[config.mk]
export PLATFORM = sky130hd
export DESIGN_NAME = multi_cycle_controller
export DESIGN_NICKNAME = d
export VERILOG_FILES = /design/src/rtl/multi_cycle_controller.sv
export SDC_FILE = /design/constraint.sdc
export NUM_CORES = 1
export LEC_CHECK = 0
export BUFFER_PORTS_ARGS = -buffer_cell sky130_fd_sc_hd__buf_2
export CAP_MARGIN = 20
export CORE_AREA = 2 2 39 41
export DETAILED_ROUTE_END_ITERATION = 7
export DIE_AREA = 0 0 41 43
export PLACE_DENSITY = 0.75
export SKIP_LAST_GASP = 1
export SLEW_MARGIN = 20
export SYNTH_ARGS = -nofsm -noshare
export SYNTH_HDL_FRONTEND = slang
export SYNTH_SLANG_ARGS = --single-unit
[constraint.sdc]
create_clock -name clk -period 1.8 [get_ports clk]
set_input_delay 0 -clock clk [delete_from_list [all_inputs] [get_ports clk]]
set_output_delay 0 -clock clk [all_outputs]
set_load 0.02 [all_outputs]
[src/rtl/multi_cycle_controller.sv]
// Control FSM for the 16-bit multi-cycle CPU.
// Drives the ALU operation code and every datapath enable from the current state.
module multi_cycle_controller (
    input  logic       clk,
    input  logic       rst,
    input  logic [3:0] opcode,
    input  logic [2:0] funct,
    input  logic       zero,
    output logic [2:0] alu_operation,
    output logic       alu_src_a,
    output logic [1:0] alu_src_b,
    output logic [1:0] pc_src,
    output logic       pc_load,
    output logic       i_or_d,
    output logic       mem_read,
    output logic       mem_write,
    output logic       ir_write,
    output logic       reg_write,
    output logic       mem_to_reg,
    output logic       reg_dst,
    output logic [3:0] state
);

    typedef enum logic [3:0] {
        FETCH  = 4'd0,
        DECODE = 4'd1,
        LD_MEM = 4'd2,
        LD_WB  = 4'd3,
        ST_MEM = 4'd4,
        JMP    = 4'd5,
        BRZ    = 4'd6,
        R_EX   = 4'd7,
        R_WB   = 4'd8,
        I_EX   = 4'd9,
        I_WB   = 4'd10
    } state_t;

    state_t state_q, state_d;

    logic [2:0] alu_op_c;
    logic       src_a_c;
    logic [1:0] src_b_c;
    logic [1:0] pc_src_c;
    logic       pc_write_c;
    logic       pc_write_cond_c;
    logic       i_or_d_c;
    logic       mem_read_c;
    logic       mem_write_c;
    logic       ir_write_c;
    logic       reg_write_c;
    logic       mem_to_reg_c;
    logic       reg_dst_c;

    always_ff @(posedge clk or posedge rst) begin
        if (rst) state_q <= FETCH;
        else     state_q <= state_d;
    end

    always_comb begin
        state_d         = FETCH;
        alu_op_c        = 3'b000;
        src_a_c         = 1'b0;
        src_b_c         = 2'b00;
        pc_src_c        = 2'b00;
        pc_write_c      = 1'b0;
        pc_write_cond_c = 1'b0;
        i_or_d_c        = 1'b0;
        mem_read_c      = 1'b0;
        mem_write_c     = 1'b0;
        ir_write_c      = 1'b0;
        reg_write_c     = 1'b0;
        mem_to_reg_c    = 1'b0;
        reg_dst_c       = 1'b0;
        case (state_q)
            FETCH: begin
                mem_read_c = 1'b1;
                ir_write_c = 1'b1;
                src_b_c    = 2'b01;
                alu_op_c   = 3'b100;
                pc_write_c = 1'b1;
                state_d    = DECODE;
            end
            DECODE: begin
                casez (opcode)
                    4'b0000: state_d = LD_MEM;
                    4'b0001: state_d = ST_MEM;
                    4'b0010: state_d = JMP;
                    4'b0100: state_d = BRZ;
                    4'b1000: state_d = R_EX;
                    4'b11??: state_d = I_EX;
                    default: state_d = FETCH;
                endcase
            end
            LD_MEM: begin
                i_or_d_c   = 1'b1;
                mem_read_c = 1'b1;
                state_d    = LD_WB;
            end
            LD_WB: begin
                reg_write_c  = 1'b1;
                mem_to_reg_c = 1'b1;
            end
            ST_MEM: begin
                i_or_d_c    = 1'b1;
                mem_write_c = 1'b1;
            end
            JMP: begin
                pc_src_c   = 2'b01;
                pc_write_c = 1'b1;
            end
            BRZ: begin
                src_a_c         = 1'b1;
                alu_op_c        = 3'b001;
                pc_src_c        = 2'b01;
                pc_write_cond_c = 1'b1;
            end
            R_EX: begin
                src_a_c  = 1'b1;
                alu_op_c = funct;
                state_d  = (funct == 3'b000) ? FETCH : R_WB;
            end
            R_WB: begin
                reg_write_c = 1'b1;
                reg_dst_c   = (funct == 3'b001);
            end
            I_EX: begin
                src_a_c  = 1'b1;
                src_b_c  = 2'b10;
                alu_op_c = {1'b1, opcode[1:0]};
                state_d  = I_WB;
            end
            I_WB: begin
                reg_write_c = 1'b1;
            end
            default: state_d = FETCH;
        endcase
    end

    // Reset gates every output so an aborted write never lands on the next edge.
    assign alu_operation = rst ? 3'b000 : alu_op_c;
    assign alu_src_a     = ~rst & src_a_c;
    assign alu_src_b     = rst ? 2'b00 : src_b_c;
    assign pc_src        = rst ? 2'b00 : pc_src_c;
    assign pc_load       = ~rst & (pc_write_c | (pc_write_cond_c & zero));
    assign i_or_d        = ~rst & i_or_d_c;
    assign mem_read      = ~rst & mem_read_c;
    assign mem_write     = ~rst & mem_write_c;
    assign ir_write      = ~rst & ir_write_c;
    assign reg_write     = ~rst & reg_write_c;
    assign mem_to_reg    = ~rst & mem_to_reg_c;
    assign reg_dst       = ~rst & reg_dst_c;
    assign state         = rst ? 4'd0 : state_q;

endmodule

==> out/qor.yml <==
synth:
  synth_seq_cells: 4
  async_reset_ff_share_pct: 100.0
  yosysWarnings: 0
  synth_compound_area_share_pct: 20.99
  synth_top_family_by_area: "simple AND/OR/NAND/NOR gates"
  synth_edf_count: 0
  synth_area_per_cell_um2: 6.929
  synthXorXnorAreaFrac_pct: 6.321
  syn_nets: 90
  synth-adder-area-share_pct: 0
  syn_area_um2: 554.3
  synthMuxAreaShare_pct: 2.032
  synth_top_area_share_pct: 18.06
  synth.top_cells.by_area: "dfrtp_1 18%, nor2_1 6.1%, nor2b_1 5.6%"
  syn-instance-count: 80
  synth_cell_types: 35
  ys_seq_area_share_pct: 18.06
  synthFlopType: "dfrtp_1"
  synthSimpleGateAreaFrac_pct: 39.05
  synth_top_area_cell: "dfrtp_1"
cells_and_area:
  final_cell_mix: "28 x buf_2, 9 x nor2_1, 6 x nor3_1, 5 x nor2b_1, 5 x a21oi_1"
  largest_reg_flops: 4
  top_register: "state_q"
  drive_above_1_share_pct: 35.58
  post-route-util_pct: 50.90
  diodes: 0
  multi_input_area_um2: 382.9
  area_growth_pct: 27.09
  ff_latch_area_um2: 102.6
  stdcell_area_um2: 704.4
  nFillCells: 155
  nets: 116
  final_cells: 120
  final_common_cell: "buf_2"
  largestRegisters: "state_q (4)"
clocking:
  htreeDepth: 1
  cts-root-buf: "clkbuf_4"
  cts_buffer_depth: 2
  clkLatencyLatePin_ns: 0.24
  cts_tree: "built"
  post-cts-setup-buffers: 0
  cts.sinks: 4
  cts_made_buffers: 3
  cts.clk_slew.worst_paths_ns: 0.03
sta:
  setup_viol: 0
  final.min_clock_period_ns: 1.674
  clock.fmax_mhz: 597.3
  fin_skew_ns: 0.01054
  tns_ns: 0
  timing.final.crit_share_pct: 93.01
  hold_viol: 0
  drv_slew: 0
  grt_setup_unrepaired: "false"
worst_hold_path:
  min_to: "state_q[2]"
  hold_start: "opcode[1]"
  worstHoldPathType: "in2reg"
  hold_path_depth: 3
power_and_ir_drop:
  p_per_area_nw_per_um2: 1412
  max-vdd-ir-drop_mv: 0.8403
  p_leak_nw: 0.3359
  power_mw: 0.9946
die:
  die_x_um: 41
  initial_core_util_pct: 40.05
  die-area_um2: 1763
  core_area_um2: 1384
  die_h_um: 43
  core.rowCount: 14
  ios: 30
global_route:
  gr-total-overflow: 0
  grt_pass1_vias: 507
  track_usage_pct: 19.15
  antenna_found_initial: 0
  grt_pass1_wl_mm: 2.304
  grt_max_degree: 17
setup_path:
  crit_arrival_ns: 1.67
  cp-end-kind: "primary output"
  rr_worst_depth: 4
  criticalPathCategory: "reg2out"
  worstReg2RegStart: "state_q[0]"
  r2r_slack_ns: 0.65
  cp-start-kind: "register"
  worstPathRequired_ns: 1.80
  r2r-end: "state_q[2]"
  cp_max_fo: 10
drt:
  wire_per_inst_um: 11.26
  drtIter0Drc: 8
  route.detailed.drc: 0
  routed_wl_mm: 1.351
  vias_per_cell: 5.308
  postRouteAntennaNets: 0
  vias: 637
  dr.pass1.iters: 4
place:
  place_area_um2: 669.4
  dp.cells: 116
  portBuffers: 28
  gp_congestion: 0.7764
  hpwl_mm: 1.015
run_status:
  outcome: "finished clean"
job:
  maxCapViolCount: 0
[cell type report]
| type | count | share of cell area, % |
|---|---|---|
| Multi-Input combinational cell | 62 | 54.35 |
| Clock buffer | 3 | 3.197 |
| Timing Repair Buffer | 30 | 22.38 |
| Tap cell | 16 | 2.842 |
| Sequential cell | 4 | 14.56 |
| Inverter | 5 | 2.664 |
[critical path: stages (launching register included)]
cell and delay [ns]:
dfrtp_1 0.48, xor2_1 0.21, or3_4 0.35, a221oi_2 0.20, buf_2 0.19
[stage by stage]
| stage | hold slack, ns | setup slack [ns] |
|---|---|---|
| floorplan | -0.2255 | 0.3225 |
| global placement | 0.02445 | 0.3202 |
| global route | 0.1432 | 0.02013 |
| finish | 0.1098 | 0.1258 |
| CTS | 0.1081 | 0.04845 |
| detailed placement | 0.03924 | 0.3110 |
[cells in the mapped netlist (2+ instances only)]
| library cell | n |
|---|---|
| nand3_1 | 4 |
| nor2_1 | 9 |
| o21ai_0 | 2 |
| buf_2 | 3 |
| a21oi_1 | 5 |
| buf_4 | 2 |
| xnor2_1 | 2 |
| inv_1 | 4 |
| nor2b_1 | 5 |
| nor3_1 | 6 |
| nand2_1 | 4 |
| xor2_1 | 2 |
| nor4_1 | 3 |
| clkbuf_1 | 3 |
| dfrtp_1 | 4 |
| nand2b_1 | 3 |
[routing by layer]
| layer | vias to the layer above | track usage (%) | routed length [um] |
|---|---|---|---|
| li1 | 326 | - | - |
| met1 | 298 | 27.69 | 620 |
| met5 | - | 0 | 0 |
| met3 | 0 | 6.283 | 66 |
| met4 | 0 | 4.000 | 0 |
| met2 | 13 | 27.19 | 665 |
[power breakdown]
group          switching (mW)  total [mW]  internal [mW]
clock network          0.0395       0.114         0.0747
logic                   0.358       0.641          0.283
registers               0.111       0.239          0.128
[worst max-delay path by stage]
| stage | cells after the start | start | endpoint | slack [ns] |
|---|---|---|---|---|
| after global routing | 4 | state_q[0] | alu_operation[2] | 0.02 |
| after global placement | 4 | state_q[2] | alu_operation[2] | 0.32 |
| after floorplan | 5 | state_q[0] | alu_src_b[0] | 0.32 |
| after detailed placement | 4 | state_q[3] | alu_operation[0] | 0.31 |
| after CTS | 4 | state_q[3] | alu_operation[0] | 0.05 |
| final | 4 | state_q[0] | alu_operation[0] | 0.13 |
[logic make-up after synthesis]
logic type                count (synthesis)
and+or+nand+nor                          40
AOI/OAI and AO/OA                        16
buffers and inverters                    14
xor gates and xnor gates                  4
DFF                                       4
muxes                                     1
other                                     1
[timing repair]
| item | 4_1_cts | 5_1_grt |
|---|---|---|
| hold buffers | 1 | 0 |
| setup endpoints to repair | 0 | 2 |
| endpoints found under the hold margin | 4 | 0 |
| resized for setup | 0 | 2 |
(Power assumes the default switching activity.)
